--- src/rtl/multicycle_controller_if.sv ---
// Handshake bundle between the multicycle control FSM and the datapath/IR/memory port.
// master = controller side, slave = datapath side.
interface multicycle_controller_if #(
  parameter int CNT_W = 32
);
  logic [6:0]       op;
  logic [2:0]       funct3;
  logic [6:0]       funct7;
  logic             zero;
  logic             mem_ready;
  logic             pc_write;
  logic             adr_src;
  logic             ir_write;
  logic             mem_write;
  logic             RegWrite_en;
  logic [1:0]       ResultSrc;
  logic [1:0]       ALUSrcA;
  logic [1:0]       ALUSrcB;
  logic [1:0]       ImmSrc;
  logic [3:0]       ALUControl;
  logic             illegal;
  logic [CNT_W-1:0] instret;

  modport master (
    input  op, funct3, funct7, zero, mem_ready,
    output pc_write, adr_src, ir_write, mem_write, RegWrite_en,
           ResultSrc, ALUSrcA, ALUSrcB, ImmSrc, ALUControl, illegal, instret
  );

  modport slave (
    output op, funct3, funct7, zero, mem_ready,
    input  pc_write, adr_src, ir_write, mem_write, RegWrite_en,
           ResultSrc, ALUSrcA, ALUSrcB, ImmSrc, ALUControl, illegal, instret
  );
endinterface

--- src/rtl/multicycle_controller.sv ---
// Moore control FSM for the shared-ALU multicycle RISC-V datapath, with a retired-instruction counter.
// Optional MEM_WAIT_EN: FETCH, MEMREAD and MEMWRITE stall until mem_ready=1.
module multicycle_controller #(
  parameter int CNT_W = 32
) (
  input logic                    clk,
  input logic                    rst_n,
  multicycle_controller_if.master bus
);

  typedef enum logic [3:0] {
    S_FETCH, S_DECODE, S_MEMADR, S_MEMREAD, S_MEMWB, S_MEMWRITE,
    S_EXECUTER, S_EXECUTEI, S_ALUWB, S_JAL, S_BEQ, S_ILLEGAL
  } state_e;

  localparam logic [6:0] OP_LOAD  = 7'b0000011;
  localparam logic [6:0] OP_STORE = 7'b0100011;
  localparam logic [6:0] OP_R     = 7'b0110011;
  localparam logic [6:0] OP_I     = 7'b0010011;
  localparam logic [6:0] OP_JAL   = 7'b1101111;
  localparam logic [6:0] OP_BEQ   = 7'b1100011;

  localparam logic [3:0] ALU_ADD  = 4'b0000;
  localparam logic [3:0] ALU_SUB  = 4'b0001;
  localparam logic [3:0] ALU_AND  = 4'b0010;
  localparam logic [3:0] ALU_OR   = 4'b0011;
  localparam logic [3:0] ALU_XOR  = 4'b0100;
  localparam logic [3:0] ALU_SLT  = 4'b0101;
  localparam logic [3:0] ALU_SLTU = 4'b0110;
  localparam logic [3:0] ALU_SLL  = 4'b0111;
  localparam logic [3:0] ALU_SRL  = 4'b1000;
  localparam logic [3:0] ALU_SRA  = 4'b1001;

  state_e           state_q, state_d;
  logic [CNT_W-1:0] instret_q, instret_d;
  logic             mem_ok;
  logic             retire;
  logic [3:0]       funct_alu;

`ifdef MEM_WAIT_EN
  assign mem_ok = bus.mem_ready;
`else
  logic unused_mem_ready;
  assign unused_mem_ready = bus.mem_ready;
  assign mem_ok = 1'b1;
`endif

  logic unused_funct7;
  assign unused_funct7 = ^{bus.funct7[6], bus.funct7[4:0]};

  // State register and retired-instruction counter
  always_ff @(posedge clk) begin
    if (!rst_n) begin
      state_q   <= S_FETCH;
      instret_q <= '0;
    end else begin
      state_q   <= state_d;
      instret_q <= instret_d;
    end
  end

  // Next-state logic
  always_comb begin
    state_d = state_q;
    retire  = 1'b0;
    unique case (state_q)
      S_FETCH:    if (mem_ok) state_d = S_DECODE;
      S_DECODE: begin
        unique case (bus.op)
          OP_LOAD, OP_STORE: state_d = S_MEMADR;
          OP_R:              state_d = S_EXECUTER;
          OP_I:              state_d = S_EXECUTEI;
          OP_JAL:            state_d = S_JAL;
          OP_BEQ:            state_d = S_BEQ;
          default:           state_d = S_ILLEGAL;
        endcase
      end
      S_MEMADR:   state_d = (bus.op == OP_LOAD) ? S_MEMREAD : S_MEMWRITE;
      S_MEMREAD:  if (mem_ok) state_d = S_MEMWB;
      S_EXECUTER, S_EXECUTEI, S_JAL: state_d = S_ALUWB;
      S_MEMWB, S_ALUWB, S_BEQ: begin
        state_d = S_FETCH;
        retire  = 1'b1;
      end
      S_MEMWRITE: if (mem_ok) begin
        state_d = S_FETCH;
        retire  = 1'b1;
      end
      default:    state_d = S_ILLEGAL;
    endcase
    instret_d = instret_q + CNT_W'(retire);
  end

  always_comb begin
    funct_alu = ALU_ADD;
    unique case (bus.funct3)
      3'b000: funct_alu = (bus.op[5] & bus.funct7[5]) ? ALU_SUB : ALU_ADD;
      3'b001: funct_alu = ALU_SLL;
      3'b010: funct_alu = ALU_SLT;
      3'b011: funct_alu = ALU_SLTU;
      3'b100: funct_alu = ALU_XOR;
      3'b101: funct_alu = bus.funct7[5] ? ALU_SRA : ALU_SRL;
      3'b110: funct_alu = ALU_OR;
      3'b111: funct_alu = ALU_AND;
      default: funct_alu = ALU_ADD;
    endcase
  end

  // Output decode; FETCH strobes gate on mem_ok so a stalled fetch does not reload IR/PC
  always_comb begin
    bus.pc_write    = 1'b0;
    bus.adr_src     = 1'b0;
    bus.ir_write    = 1'b0;
    bus.mem_write   = 1'b0;
    bus.RegWrite_en = 1'b0;
    bus.ResultSrc   = 2'b00;
    bus.ALUSrcA     = 2'b00;
    bus.ALUSrcB     = 2'b00;
    bus.ALUControl  = ALU_ADD;
    bus.illegal     = 1'b0;
    unique case (state_q)
      S_FETCH: begin
        bus.ir_write  = mem_ok;
        bus.pc_write  = mem_ok;
        bus.ALUSrcB   = 2'b10;
        bus.ResultSrc = 2'b10;
      end
      S_DECODE: begin
        bus.ALUSrcA = 2'b01;
        bus.ALUSrcB = 2'b01;
      end
      S_MEMADR: begin
        bus.ALUSrcA = 2'b10;
        bus.ALUSrcB = 2'b01;
      end
      S_MEMREAD:  bus.adr_src = 1'b1;
      S_MEMWB: begin
        bus.ResultSrc   = 2'b01;
        bus.RegWrite_en = 1'b1;
      end
      S_MEMWRITE: begin
        bus.adr_src   = 1'b1;
        bus.mem_write = 1'b1;
      end
      S_EXECUTER: begin
        bus.ALUSrcA    = 2'b10;
        bus.ALUControl = funct_alu;
      end
      S_EXECUTEI: begin
        bus.ALUSrcA    = 2'b10;
        bus.ALUSrcB    = 2'b01;
        bus.ALUControl = funct_alu;
      end
      S_ALUWB:    bus.RegWrite_en = 1'b1;
      S_JAL: begin
        bus.ALUSrcA  = 2'b01;
        bus.ALUSrcB  = 2'b10;
        bus.pc_write = 1'b1;
      end
      S_BEQ: begin
        bus.ALUSrcA    = 2'b10;
        bus.ALUControl = ALU_SUB;
        bus.pc_write   = bus.zero;
      end
      default:    bus.illegal = 1'b1;
    endcase
    if (!rst_n) begin
      bus.pc_write    = 1'b0;
      bus.ir_write    = 1'b0;
      bus.mem_write   = 1'b0;
      bus.RegWrite_en = 1'b0;
    end
  end

  always_comb begin
    unique case (bus.op)
      OP_STORE: bus.ImmSrc = 2'b01;
      OP_BEQ:   bus.ImmSrc = 2'b10;
      OP_JAL:   bus.ImmSrc = 2'b11;
      default:  bus.ImmSrc = 2'b00;
    endcase
  end

  assign bus.instret = instret_q;

endmodule

--- src/flat_wrapper.sv ---
// flat-port wrapper written by rule: the top's interface ports become plain ports
module multicycle_controller_flat 
#(
  parameter int CNT_W = 32
)
  (clk, rst_n, bus_op, bus_funct3, bus_funct7, bus_zero, bus_mem_ready, bus_pc_write, bus_adr_src, bus_ir_write, bus_mem_write, bus_RegWrite_en, bus_ResultSrc, bus_ALUSrcA, bus_ALUSrcB, bus_ImmSrc, bus_ALUControl, bus_illegal, bus_instret);
  multicycle_controller_if #(.CNT_W(CNT_W)) bus_i ();
  input logic clk;
  input logic rst_n;
  input wire logic [$bits(bus_i.op)-1:0] bus_op;
  input wire logic [$bits(bus_i.funct3)-1:0] bus_funct3;
  input wire logic [$bits(bus_i.funct7)-1:0] bus_funct7;
  input wire logic [$bits(bus_i.zero)-1:0] bus_zero;
  input wire logic [$bits(bus_i.mem_ready)-1:0] bus_mem_ready;
  output wire logic [$bits(bus_i.pc_write)-1:0] bus_pc_write;
  output wire logic [$bits(bus_i.adr_src)-1:0] bus_adr_src;
  output wire logic [$bits(bus_i.ir_write)-1:0] bus_ir_write;
  output wire logic [$bits(bus_i.mem_write)-1:0] bus_mem_write;
  output wire logic [$bits(bus_i.RegWrite_en)-1:0] bus_RegWrite_en;
  output wire logic [$bits(bus_i.ResultSrc)-1:0] bus_ResultSrc;
  output wire logic [$bits(bus_i.ALUSrcA)-1:0] bus_ALUSrcA;
  output wire logic [$bits(bus_i.ALUSrcB)-1:0] bus_ALUSrcB;
  output wire logic [$bits(bus_i.ImmSrc)-1:0] bus_ImmSrc;
  output wire logic [$bits(bus_i.ALUControl)-1:0] bus_ALUControl;
  output wire logic [$bits(bus_i.illegal)-1:0] bus_illegal;
  output wire logic [$bits(bus_i.instret)-1:0] bus_instret;
  assign bus_i.op = bus_op;
  assign bus_i.funct3 = bus_funct3;
  assign bus_i.funct7 = bus_funct7;
  assign bus_i.zero = bus_zero;
  assign bus_i.mem_ready = bus_mem_ready;
  assign bus_pc_write = bus_i.pc_write;
  assign bus_adr_src = bus_i.adr_src;
  assign bus_ir_write = bus_i.ir_write;
  assign bus_mem_write = bus_i.mem_write;
  assign bus_RegWrite_en = bus_i.RegWrite_en;
  assign bus_ResultSrc = bus_i.ResultSrc;
  assign bus_ALUSrcA = bus_i.ALUSrcA;
  assign bus_ALUSrcB = bus_i.ALUSrcB;
  assign bus_ImmSrc = bus_i.ImmSrc;
  assign bus_ALUControl = bus_i.ALUControl;
  assign bus_illegal = bus_i.illegal;
  assign bus_instret = bus_i.instret;
  multicycle_controller #(.CNT_W(CNT_W)) u_core (.clk(clk), .rst_n(rst_n), .bus(bus_i));
endmodule
--- config.mk ---
export PLATFORM = sky130hd
export DESIGN_NAME = multicycle_controller_flat
export DESIGN_NICKNAME = d
export VERILOG_FILES = /design/src/rtl/multicycle_controller_if.sv /design/src/rtl/multicycle_controller.sv /design/src/flat_wrapper.sv
export SDC_FILE = /design/constraint.sdc
export NUM_CORES = 1
export LEC_CHECK = 0
export ABC_AREA = 1
export ABC_CLOCK_PERIOD_IN_PS = 2100
export CAP_MARGIN = 5
export CORE_MARGIN = 4
export CORE_UTILIZATION = 45
export CTS_CLUSTER_DIAMETER = 120
export DETAILED_ROUTE_END_ITERATION = 10
export PLACE_DENSITY = 0.77
export REMOVE_ABC_BUFFERS = 1
export SETUP_SLACK_MARGIN = 0.05
export SKIP_LAST_GASP = 1
export SYNTH_ARGS = -nofsm -noshare
export SYNTH_HDL_FRONTEND = slang
export SYNTH_SLANG_ARGS = --single-unit
--- constraint.sdc ---
create_clock -name clk -period 2.1 [get_ports clk]
set_input_delay 0.21 -clock clk [delete_from_list [all_inputs] [get_ports clk]]
set_output_delay 0.21 -clock clk [all_outputs]
set_load 0.02 [all_outputs]
## After elaboration in Yosys (flattened, before gate mapping)

Index checks and enable logic that the tools add are counted.

| storage, ports and cells | value |
|---|---|
| bits in registers | 36 |
| latch bits | 0 |
| memory bits (writable) | 0 |
| memory bits (read-only) | 0 |
| output and inout bits | 50 |
| memories kept | 0 |

| cells by class | value |
|---|---|
| add/subtract/negate cells | 1 |
| multipliers | 0 |
| divide/modulo/power cells | 0 |
| $lt $le $gt $ge | 0 |
| equality and inequality tests | 23 |
| shift-type cells | 0 |
| multiplexer cells | 22 |
| bitwise operators | 1 |
| reductions and logical operators | 13 |

Operator list:

| kind | number |
|---|---|
| $add A32 B1 Y32 | 1 |
| $pmux W4 S8 | 1 |
| $pmux W4 S6 | 1 |
| $pmux W4 S5 | 1 |
| $eq A4 B3 Y1 const B | 4 |
| $eq A7 B6 Y1 const B | 2 |
| $eq A7 B7 Y1 const B | 2 |
| $eq A3 B3 Y1 const B | 4 |
| $eq A4 B4 Y1 const B | 3 |
| $mux W1 | 12 |
| $pmux W2 S2 | 3 |
| $reduce_or A2 Y1 | 6 |
| $reduce_or A11 Y1 | 1 |
| $eq A4 B2 Y1 const B | 2 |
| $pmux W4 S2 | 1 |
| $reduce_or A4 Y1 | 2 |
| $eq A7 B2 Y1 const B | 1 |
| $eq A7 B5 Y1 const B | 1 |
| $eq A3 B2 Y1 const B | 2 |
| $pmux W2 S3 | 1 |
| $reduce_or A3 Y1 | 2 |
| $eq A4 B1 Y1 const B | 1 |
| $logic_not A4 Y1 | 1 |
| $eq A3 B1 Y1 const B | 1 |
| 4 further kinds | 4 |

## Depth between registers and ports, before layout

| depth | value |
|---|---|
| word-level depth | 4 |
| depth in mapped cells | 14 |
| mapped depth without buffers | 14 |

## Worst setup path before layout

OpenSTA, ideal clock, no wires.

| timing | value |
|---|---|
| kind | register -> register |
| start | register u_core.state_q[2] |
| end | register u_core.instret_q[24] (netlist: u_core.bus.instret[24]) |
| data arrival time | 1.781 ns |
| required time | 2.030 ns |
| path slack | 0.249 ns |
| stages on the path, launching flop included | 15 |
| cells stage by stage | dfxtp_1 inv_1 nand2_1 inv_1 o21ai_0 nand3_1 ha_1 ha_1 nand2_2 nor2_4 nand2_4 inv_1 nand2_1 nand2_1 a21oi_1 |

| between the ends | value |
|---|---|
| longest elaborated chain between the ends | 4 |
| elaborated cells on any way between the ends | 7 |
| those cells by class | 1 x add/sub; 4 x eq/ne; 1 x mux; 1 x reduce/logical |

Ends and longest elaborated chain:

| element | RTL line | text |
|---|---|---|
| from (decl) | multicycle_controller.sv:34 | `state_e state_q, state_d;` |
| from (signal assigned) | multicycle_controller.sv:57 | `state_q <= state_d;` |
| $eq A4 B3 Y1 / $eq A4 B4 Y1 (equally long branches) | multicycle_controller.sv:66 | `unique case (state_q)` |
| $reduce_or A4 Y1 (no line) * | -- |  |
| $mux W1 * | -- |  |
| $add A32 B1 Y32 * | multicycle_controller.sv:91 | `instret_d = instret_q + CNT_W'(retire);` |
| to (signal assigned) | multicycle_controller.sv:58 | `instret_q <= instret_d;` |
| to (decl) | multicycle_controller.sv:35 | `logic [CNT_W-1:0] instret_q, instret_d;` |

Mark *: on every way between the ends. The rest lies on a longest branch, timed or not.
A chain may end at the register's enable or synchronous reset.

## Worst setup path after layout

| timing | value |
|---|---|
| start | register u_core.state_q[3] |
| end | register u_core.instret_q[26] (netlist: u_core.bus.instret[26]) |

Same word-level chain as after synthesis.

==> impl_metrics.ini <==
[clocking]
cts_buffers = 5
cts_sinks = 36
hold_buffers = 0
cts_buffer_depth = 2
htreeDepth = 2
clk_pin_slew_ns = 0.08
cts_root_buf = clkbuf_8
clk_latency_ns = 0.30
cts_tree = yes

[place]
port_buffers = 63
dpl.hpwl_microns = 4870
pre_cts_ws_ns = -0.00666
place_inst = 516
place_congestion = 0.924

[worst_setup_path]
critical_path.cell_chain = inv_1 > nand2_1 > inv_1 > nand2_1 > nand3_2 > ha_4 > ha_4 > nand2_2 > nor2_4 > nand2_4 > nor2_4 > nand2_1 > nand2_1 > a21oi_2
critPathMaxStageDelay_ns = 0.34
criticalPathCategory = register to register
critPathMaxFanout = 6
crit_required_ns = 2.29
worst_path_most_repeated_cell = nand2_1
cp-start-kind = register
slowest_stage = dfxtp_2
critPathCaptureType = register
critPathArrivalTime_ns = 2.13

[finish]
syn_to_final_growth_pct = 41.4
drive_above_1_share_pct = 12.0
seqCellArea_sq_um = 728
multiInputGateArea_sq_um = 1400
mostFrequentLayoutCells = 109 x nand2_1, 70 x nor2_1, 55 x inv_1, 54 x clkdlybuf4s50_1, 32 x dfxtp_1
stdcell_count = 527
fin_nets = 482
layout_commonest_cell = nand2_1
fillers = 435
insertedDiodeCount = 0

[timing]
setup_viol = 0
period_share_pct = 92.7
max_freq_mhz = 514
setup_ws_ns = 0.154
hold_ws_ns = 0.488
slew_violations = 0
worst_pin_slew_ns = 0.280
skew_ns = 0.00930
grt_setup_unrepaired = yes
period_needed_ns = 1.95
hold_viol = 0
slew_headroom_pct = 81.2

[floorplanning]
start_util_pct = 47.4
die_area_sq_um = 6320
fp.dieW_microns = 79.5
ios = 71
die_y_microns = 79.5
fp-row-count = 25
core_area_sq_um = 4850

[global_routing]
grt_pass1_vias = 2549
overflow = 0
grt_start_max_net_pins = 24
antenna_found_initial = 0
grt_usage_pct = 20.9
grt_pass1_wl_microns = 10700

[synth]
avgSynthCellArea_sq_um = 5.99
synthCells = 384
synth_warnings = 0
ys_seq_elements = 36
yosysSeqAreaShare_pct = 31.4
synthDistinctLibCells = 25
netlist_area_sq_um = 2300

[drt]
drt_iter0_markers = 116
drtAntennaViolNets = 0
finalWirelength_microns = 6340
wl_per_cell_microns = 12.0
route.detailed.drc = 0
via_count = 2564
firstDrtPassIters = 4
viasPerCell = 4.87

[power_and_ir_drop]
power.leakage_nw = 1.32
vdd_drop_max_mv = 0.871
p_total_mw = 2.12
power_density_nw_per_um2 = 653

[run_status]
status = complete, no violations

[hold_path]
min_path_type = register to register

[run]
max_cap_violations = 0
## critical path: cells and delay by family (launching register included)
kind                     cells  cell delay, ns
flip-flops                   1            0.34
buffers and inverters        2            0.16
adder cells (fa/ha/maj)      2            0.28
AO/OA/AOI/OAI                1            0.05
AND/OR/NAND/NOR              9            0.99
## cell usage after synthesis
cell | count | area (sq um)
a211oi_1 | 2 | 15.0
a21oi_1 | 27 | 135
a21oi_2 | 2 | 17.5
a31oi_1 | 1 | 6.26
buf_2 | 1 | 5.00
clkbuf_1 | 3 | 11.3
dfxtp_1 | 36 | 721
ha_1 | 2 | 25.0
inv_1 | 56 | 210
inv_2 | 1 | 3.75
nand2_1 | 110 | 413
nand2_2 | 6 | 37.5
nand2_4 | 1 | 11.3
nand3_1 | 21 | 105
nand3_2 | 2 | 20.0
nand4_1 | 1 | 6.26
nor2_1 | 71 | 267
nor2_2 | 7 | 43.8
nor2_4 | 6 | 67.6
nor2_8 | 1 | 20.0
nor3_1 | 3 | 15.0
nor4_1 | 1 | 6.26
o21a_1 | 4 | 30.0
o21ai_0 | 16 | 80.1
xor2_1 | 3 | 26.3
## timing repair
action                                  4_1_cts  5_1_grt
setup buffers                                 3        0
gates resized for setup                      10       16
endpoints found under the setup margin       15       29
pin swaps                                     4        4
## flip-flops by register name (all words and copies together), names as in the netlist
register,cells
u_core.bus.instret,32
u_core.state_q,4
## routing by layer
| metal | GRT usage, % | vias to the layer above | share of wire (%) |
|---|---|---|---|
| met2 | 36.4 | 73 | 47 |
| li1 | - | 1341 | - |
| met1 | 25.6 | 1143 | 45 |
| met3 | 6.09 | 7 | 6.6 |
| met5 | 0 | - | 0 |
| met4 | 4.30 | 0 | 0.80 |
## worst paths after layout
kind | from | to | slack (ns) | cells after the start
worst min-delay path | u_core.bus.instret[31]$_SDFF_PN0_ | u_core.bus.instret[31]$_SDFF_PN0_ | 0.49 | 2
worst max-delay path | u_core.state_q[3]$_SDFF_PN0_ | u_core.bus.instret[26]$_SDFF_PN0_ | 0.15 | 14
worst min register to register | u_core.bus.instret[31]$_SDFF_PN0_ | u_core.bus.instret[31]$_SDFF_PN0_ | 0.49 | 2
worst max register to register | u_core.state_q[3]$_SDFF_PN0_ | u_core.bus.instret[26]$_SDFF_PN0_ | 0.15 | 14
## cell families after synthesis
family / share of synthesized area [%]
flops: 31.4
fa+ha+maj: 1.09
simple gates: 44.0
xor+xnor: 1.14
buf+inv: 10.0
compound gates: 12.4
## report_power, final
group          switching [mW]  internal [mW]
clock network           0.274          0.358
logic                   0.414          0.307
registers              0.0460          0.724
## cell type report
cell class              count  area share [%]
clock buffers               5            2.12
inverters                  57            6.58
repair buffers             72            21.9
well taps                  67            2.58
flip-flops and latches     36            22.4
multi-input cells         287            42.9
clock inverters             3            1.42
## through the flow
step	utilization [%]	area (sq um)	setup TNS, ns
final	67.0	3250	0
after global routing	67.0	3250	-0.0128
after CTS	65.8	3190	0
after detailed placement	62.7	3040	-0.00694
after global placement	62.7	3040	0
after floorplan	-	2280	0
Power figures use the tool's default switching activity.
==> edit 1: new RTL, same settings <==
Re-encode `state_e` (12 states) as Gray code, 4 bits wide.
--- a/src/rtl/multicycle_controller.sv
+++ b/src/rtl/multicycle_controller.sv
@@ -9,8 +9,8 @@
 );
 
   typedef enum logic [3:0] {
-    S_FETCH, S_DECODE, S_MEMADR, S_MEMREAD, S_MEMWB, S_MEMWRITE,
-    S_EXECUTER, S_EXECUTEI, S_ALUWB, S_JAL, S_BEQ, S_ILLEGAL
+    S_FETCH = 4'b0000, S_DECODE = 4'b0001, S_MEMADR = 4'b0011, S_MEMREAD = 4'b0010, S_MEMWB = 4'b0110, S_MEMWRITE = 4'b0111,
+    S_EXECUTER = 4'b0101, S_EXECUTEI = 4'b0100, S_ALUWB = 4'b1100, S_JAL = 4'b1101, S_BEQ = 4'b1111, S_ILLEGAL = 4'b1110
   } state_e;
 
   localparam logic [6:0] OP_LOAD  = 7'b0000011;
Function: no difference found for any inputs over 10 cycles, from zero or initial values and one cycle with rst_n low; not proved beyond that.
==> edit 1 against the original RTL <==
- via count rose by 6.2%
- count of clock-buffer cells in the layout did not move
- largest cell class unchanged
- global-route usage is 0.94 points higher
- routed wire length increased by 9.4%
- final area up 4.4%
- area after synthesis shrank 4.6%
- setup slack got worse by 0.11 ns
- total power grew 6.0%
- sequential cell count is the same
- critical path type unchanged
- clock skew is 0.00066 ns higher
==> edit 1: results (changes against the original RTL) <==
leak pwr=1.38 nW (+4.4%); drt pass-1 iters=5 (+1); initial drt markers=145 (+25%); Nets=485 (+0.62%); top cells by count, synth=nand2_1 (115), nor2_1 (81), inv_1 (38); Worst EP arrival=2.25 ns (+0.12 ns); ys async rst share=0% (unchanged); hpwl dp=5170 um (+6.1%); root buffer cell=clkbuf_8; top post-synthesis cells by area=dfxtp_1 (33%), nand2_1 (20%), nor2_1 (14%); Crit Path Max Fanout=5 (-1); largest net degree at the start of global routing=26 (+8.3%); distinct cell type count after synthesis=26 (+4.0%); fraction of layout cells with a size suffix above 1=17.7% (+5.8 points); routability-driven placement congestion ratio=0.882 (-4.5%); post-cts resize count=22 (+12); Global Route Usage Sum=21.9% (+0.94 points); vias in the first global route=2503 (-1.8%); wire length per cell=13.1 um (+8.7%); Max IR drop VDD=0.000377 V (-57%); setup repair bufs after CTS=0 (-3); final non-filler cell total=530 (+0.57%); worst reg2reg path startpoint=u_core.state_q[2]$_SDFF_PN0_; Placed Area=3080 sq um (+1.2%); first-pass GRT wire length=10800 um (+0.59%); register area share after synthesis=32.9% (+1.5 points); slew margin rel.=76.3% (-4.9 points); pre-CTS setup slack=-0.102 ns (-0.0958 ns); Vias/cell=5.14 (+5.6%); run status=finished, final reports clean; worst clock skew=0.00995 ns (+0.000655 ns); Crit Path Class=reg2reg; Mean Syn Cell Area=6.01 sq um (+0.34%)
-- edit 1: changes by cell type after synthesis, sizes merged, moves of 4 or more --
cell    change
inv        -19
nand3      -13
nand3b     +11
o21ai       -8
xnor2       +4
-- edit 1: report_power, final --
group	switching, W	leakage, nW	total, W	internal, W
clock	0.000274	0.0479	0.000505	0.000231
sequential	0.0000358	0.292	0.000766	0.000730
combinational	0.000550	1.04	0.000979	0.000430
total	0.000859	1.38	0.00225	0.00139
-- edit 1: kinds of logic after synthesis --
logic type / synth area share, %
compound gates: 10.0
fa+ha+maj: 1.14
buf+inv: 7.19
xor+xnor: 2.80
flops: 32.9
simple gates: 45.9
-- edit 1: worst register-to-register path: cells and delay by family (launching register included) --
kind,cells,cell delay [ns]
buffers and inverters,2,0.11
DFF,1,0.35
AOI/OAI and AO/OA,2,0.14
and+or+nand+nor,9,0.96
adders and majority gates,2,0.41
-- edit 1: path summary, 6_finish.rpt --
check                                                    endpoint  slack, ns
worst max-delay path            u_core.bus.instret[22]$_SDFF_PN0_       0.05
worst min-delay path            u_core.bus.instret[31]$_SDFF_PN0_       0.50
worst max register to register  u_core.bus.instret[22]$_SDFF_PN0_       0.05
worst min register to register  u_core.bus.instret[31]$_SDFF_PN0_       0.50
-- edit 1: metal layers --
layer / up-vias / GRT usage [%] / wire length (um)
met5: - / 0 / 0
met1: 1274 / 24.2 / 2810
li1: 1352 / - / -
met2: 82 / 41.6 / 3650
met3: 14 / 3.36 / 319
met4: 0 / 7.65 / 148
-- edit 1: area by class of cell --
cell class                 instances  area (sq um)
multi-input combinational        287          1470
fill                             400          1330
timing repair buffer              94           873
sequential                        36           727
inverter                          38           148
tap                               67          83.8
clock buffer                       5          68.8
clock inverter                     3          18.8
==> edit 2: new RTL, same settings <==
Made on the original files. `CNT_W` is set to 32 in 3 places; all go to 64.
--- a/src/rtl/multicycle_controller_if.sv
+++ b/src/rtl/multicycle_controller_if.sv
@@ -1,7 +1,7 @@
 // Handshake bundle between the multicycle control FSM and the datapath/IR/memory port.
 // master = controller side, slave = datapath side.
 interface multicycle_controller_if #(
-  parameter int CNT_W = 32
+  parameter int CNT_W = 64
 );
   logic [6:0]       op;
   logic [2:0]       funct3;
--- a/src/rtl/multicycle_controller.sv
+++ b/src/rtl/multicycle_controller.sv
@@ -1,7 +1,7 @@
 // Moore control FSM for the shared-ALU multicycle RISC-V datapath, with a retired-instruction counter.
 // Optional MEM_WAIT_EN: FETCH, MEMREAD and MEMWRITE stall until mem_ready=1.
 module multicycle_controller #(
-  parameter int CNT_W = 32
+  parameter int CNT_W = 64
 ) (
   input logic                    clk,
   input logic                    rst_n,
--- a/src/flat_wrapper.sv
+++ b/src/flat_wrapper.sv
@@ -1,7 +1,7 @@
 // flat-port wrapper written by rule: the top's interface ports become plain ports
 module multicycle_controller_flat 
 #(
-  parameter int CNT_W = 32
+  parameter int CNT_W = 64
 )
   (clk, rst_n, bus_op, bus_funct3, bus_funct7, bus_zero, bus_mem_ready, bus_pc_write, bus_adr_src, bus_ir_write, bus_mem_write, bus_RegWrite_en, bus_ResultSrc, bus_ALUSrcA, bus_ALUSrcB, bus_ImmSrc, bus_ALUControl, bus_illegal, bus_instret);
   multicycle_controller_if #(.CNT_W(CNT_W)) bus_i ();
Ports: changed (resized bus_instret); port bits go from 71 to 103. No check against the original RTL was run, so the function may have changed too.
==> edit 2 against the original RTL <==
- critical path depth unchanged
- largest cell class unchanged
- setup slack got worse by 0.15 ns
- sequential cell count grew 32
- area after synthesis increased by 87%
- highest routed layer unchanged
- total power increased by 33%
- routed wire length grew 140%
- final area is 86% higher
- utilization shrank 1.7 points
- global-route usage increased by 7.5 points
- clock power is 61% higher
- clock skew rose by 0.0068 ns
- non-clock buffer count grew 59
==> edit 2: results (changes against the original RTL) <==
run status=finished, final reports clean; Clock Sinks=68 (+89%); hpwl dp=12200 um (+150%); worst hold endpoint=u_core.bus.instret[63]$_SDFF_PN0_; WHS=0.483 ns (-0.00509 ns); non-clk buf share=20.4% (-1.5 points); drt pass-1 iters=7 (+3); number of flip-flops under the largest register name=64 (+100%); depth of the most critical reg-to-reg path=14 (unchanged); CTS H-Tree Depth=3 (+1); met1 Resource Use GR=36.6% (+11 points); final setup margin=0.00794 ns (-0.146 ns); first-pass GRT wire length=24900 um (+130%); CTS buffer count=9 (+4); top post-synthesis cells by area=dfxtp_1 (32%), nand2_1 (19%), nor2_1 (13%); Layout area overhead=40.7%; Global Route met3 Usage=5.14% (-0.95 points); Vias/cell=5.03 (+3.5%); Worst R2R Setup Slack=0.008 ns (-0.15 ns); non-clock buffer count=131 (+82%); Skew-Pair Late Insertion Delay=0.37 ns (+0.07 ns); drt total wl=15500 um (+140%); routed wl met2=7550 um (+150%); pre-CTS setup slack=-0.170 ns (-0.163 ns); register area share after synthesis=31.7% (+0.39 points); number of buffers added on ports=95 (+51%); largest net degree at the start of global routing=37 (+54%); reg2reg end=u_core.bus.instret[8]$_SDFF_PN0_; initial drt markers=331 (+190%); leak pwr=2.30 nW (+74%); clk tree area frac=2.90% (-0.64 points); number of instances in the placed design=972 (+88%); crit path from=u_core.state_q[2]$_SDFF_PN0_; Placed Area=5560 sq um (+83%); Nets=888 (+84%); worst clock skew=0.0161 ns (+0.00684 ns); WL met3=935 um (+120%); routability-driven placement congestion ratio=0.922 (-0.23%); fraction of layout cells with a size suffix above 1=15.5% (+3.6 points); Mapped Cells=730 (+90%); top cells by count, synth=nand2_1 (216), nor2_1 (144), inv_1 (98); inverters=101 (+77%); Crit Path Max Fanout=4 (-2); distinct cell type count after synthesis=28 (+12%); Worst EP arrival=2.33 ns (+0.20 ns); Global Route Usage Sum=28.5% (+7.5 points); #MultiIn Comb=554 (+93%); Vias=5029 (+96%); metal1 wirelength=6730 um (+130%); Tightest Pin Transition=0.429 ns (+0.150 ns); P_int=0.00194 W (+40%); Mean Syn Cell Area=5.87 sq um (-1.9%)
-- edit 2: power by group through the flow --
stage	clock network, W	logic [W]	registers [W]
floorplan	0	0.000238	0.00137
global placement	0	0.000477	0.00136
detailed placement	0	0.000482	0.00136
CTS	0.00104	0.000461	0.00133
global route	0.00110	0.000517	0.00134
finish	0.00102	0.000470	0.00134
-- edit 2: logic make-up (layout without fill, tap and decap cells) --
logic type / count (synthesis) / after routing / share of synthesized area (%)
adders and majority gates: 2 / 2 / 0.584
and+or+nand+nor: 456 / 456 / 45.4
DFF: 68 / 68 / 31.7
xor gates and xnor gates: 13 / 13 / 2.66
buffers and inverters: 108 / 248 / 9.45
AOI/OAI and AO/OA: 83 / 83 / 10.2
-- edit 2: what timing repair did --
item | in CTS | in global routing
endpoints found under the hold margin | 0 | 0
gates resized for setup | 37 | 60
setup endpoints to repair | 54 | 49
setup buffers | 2 | 10
pin swaps | 5 | 14
hold buffers | 0 | 0
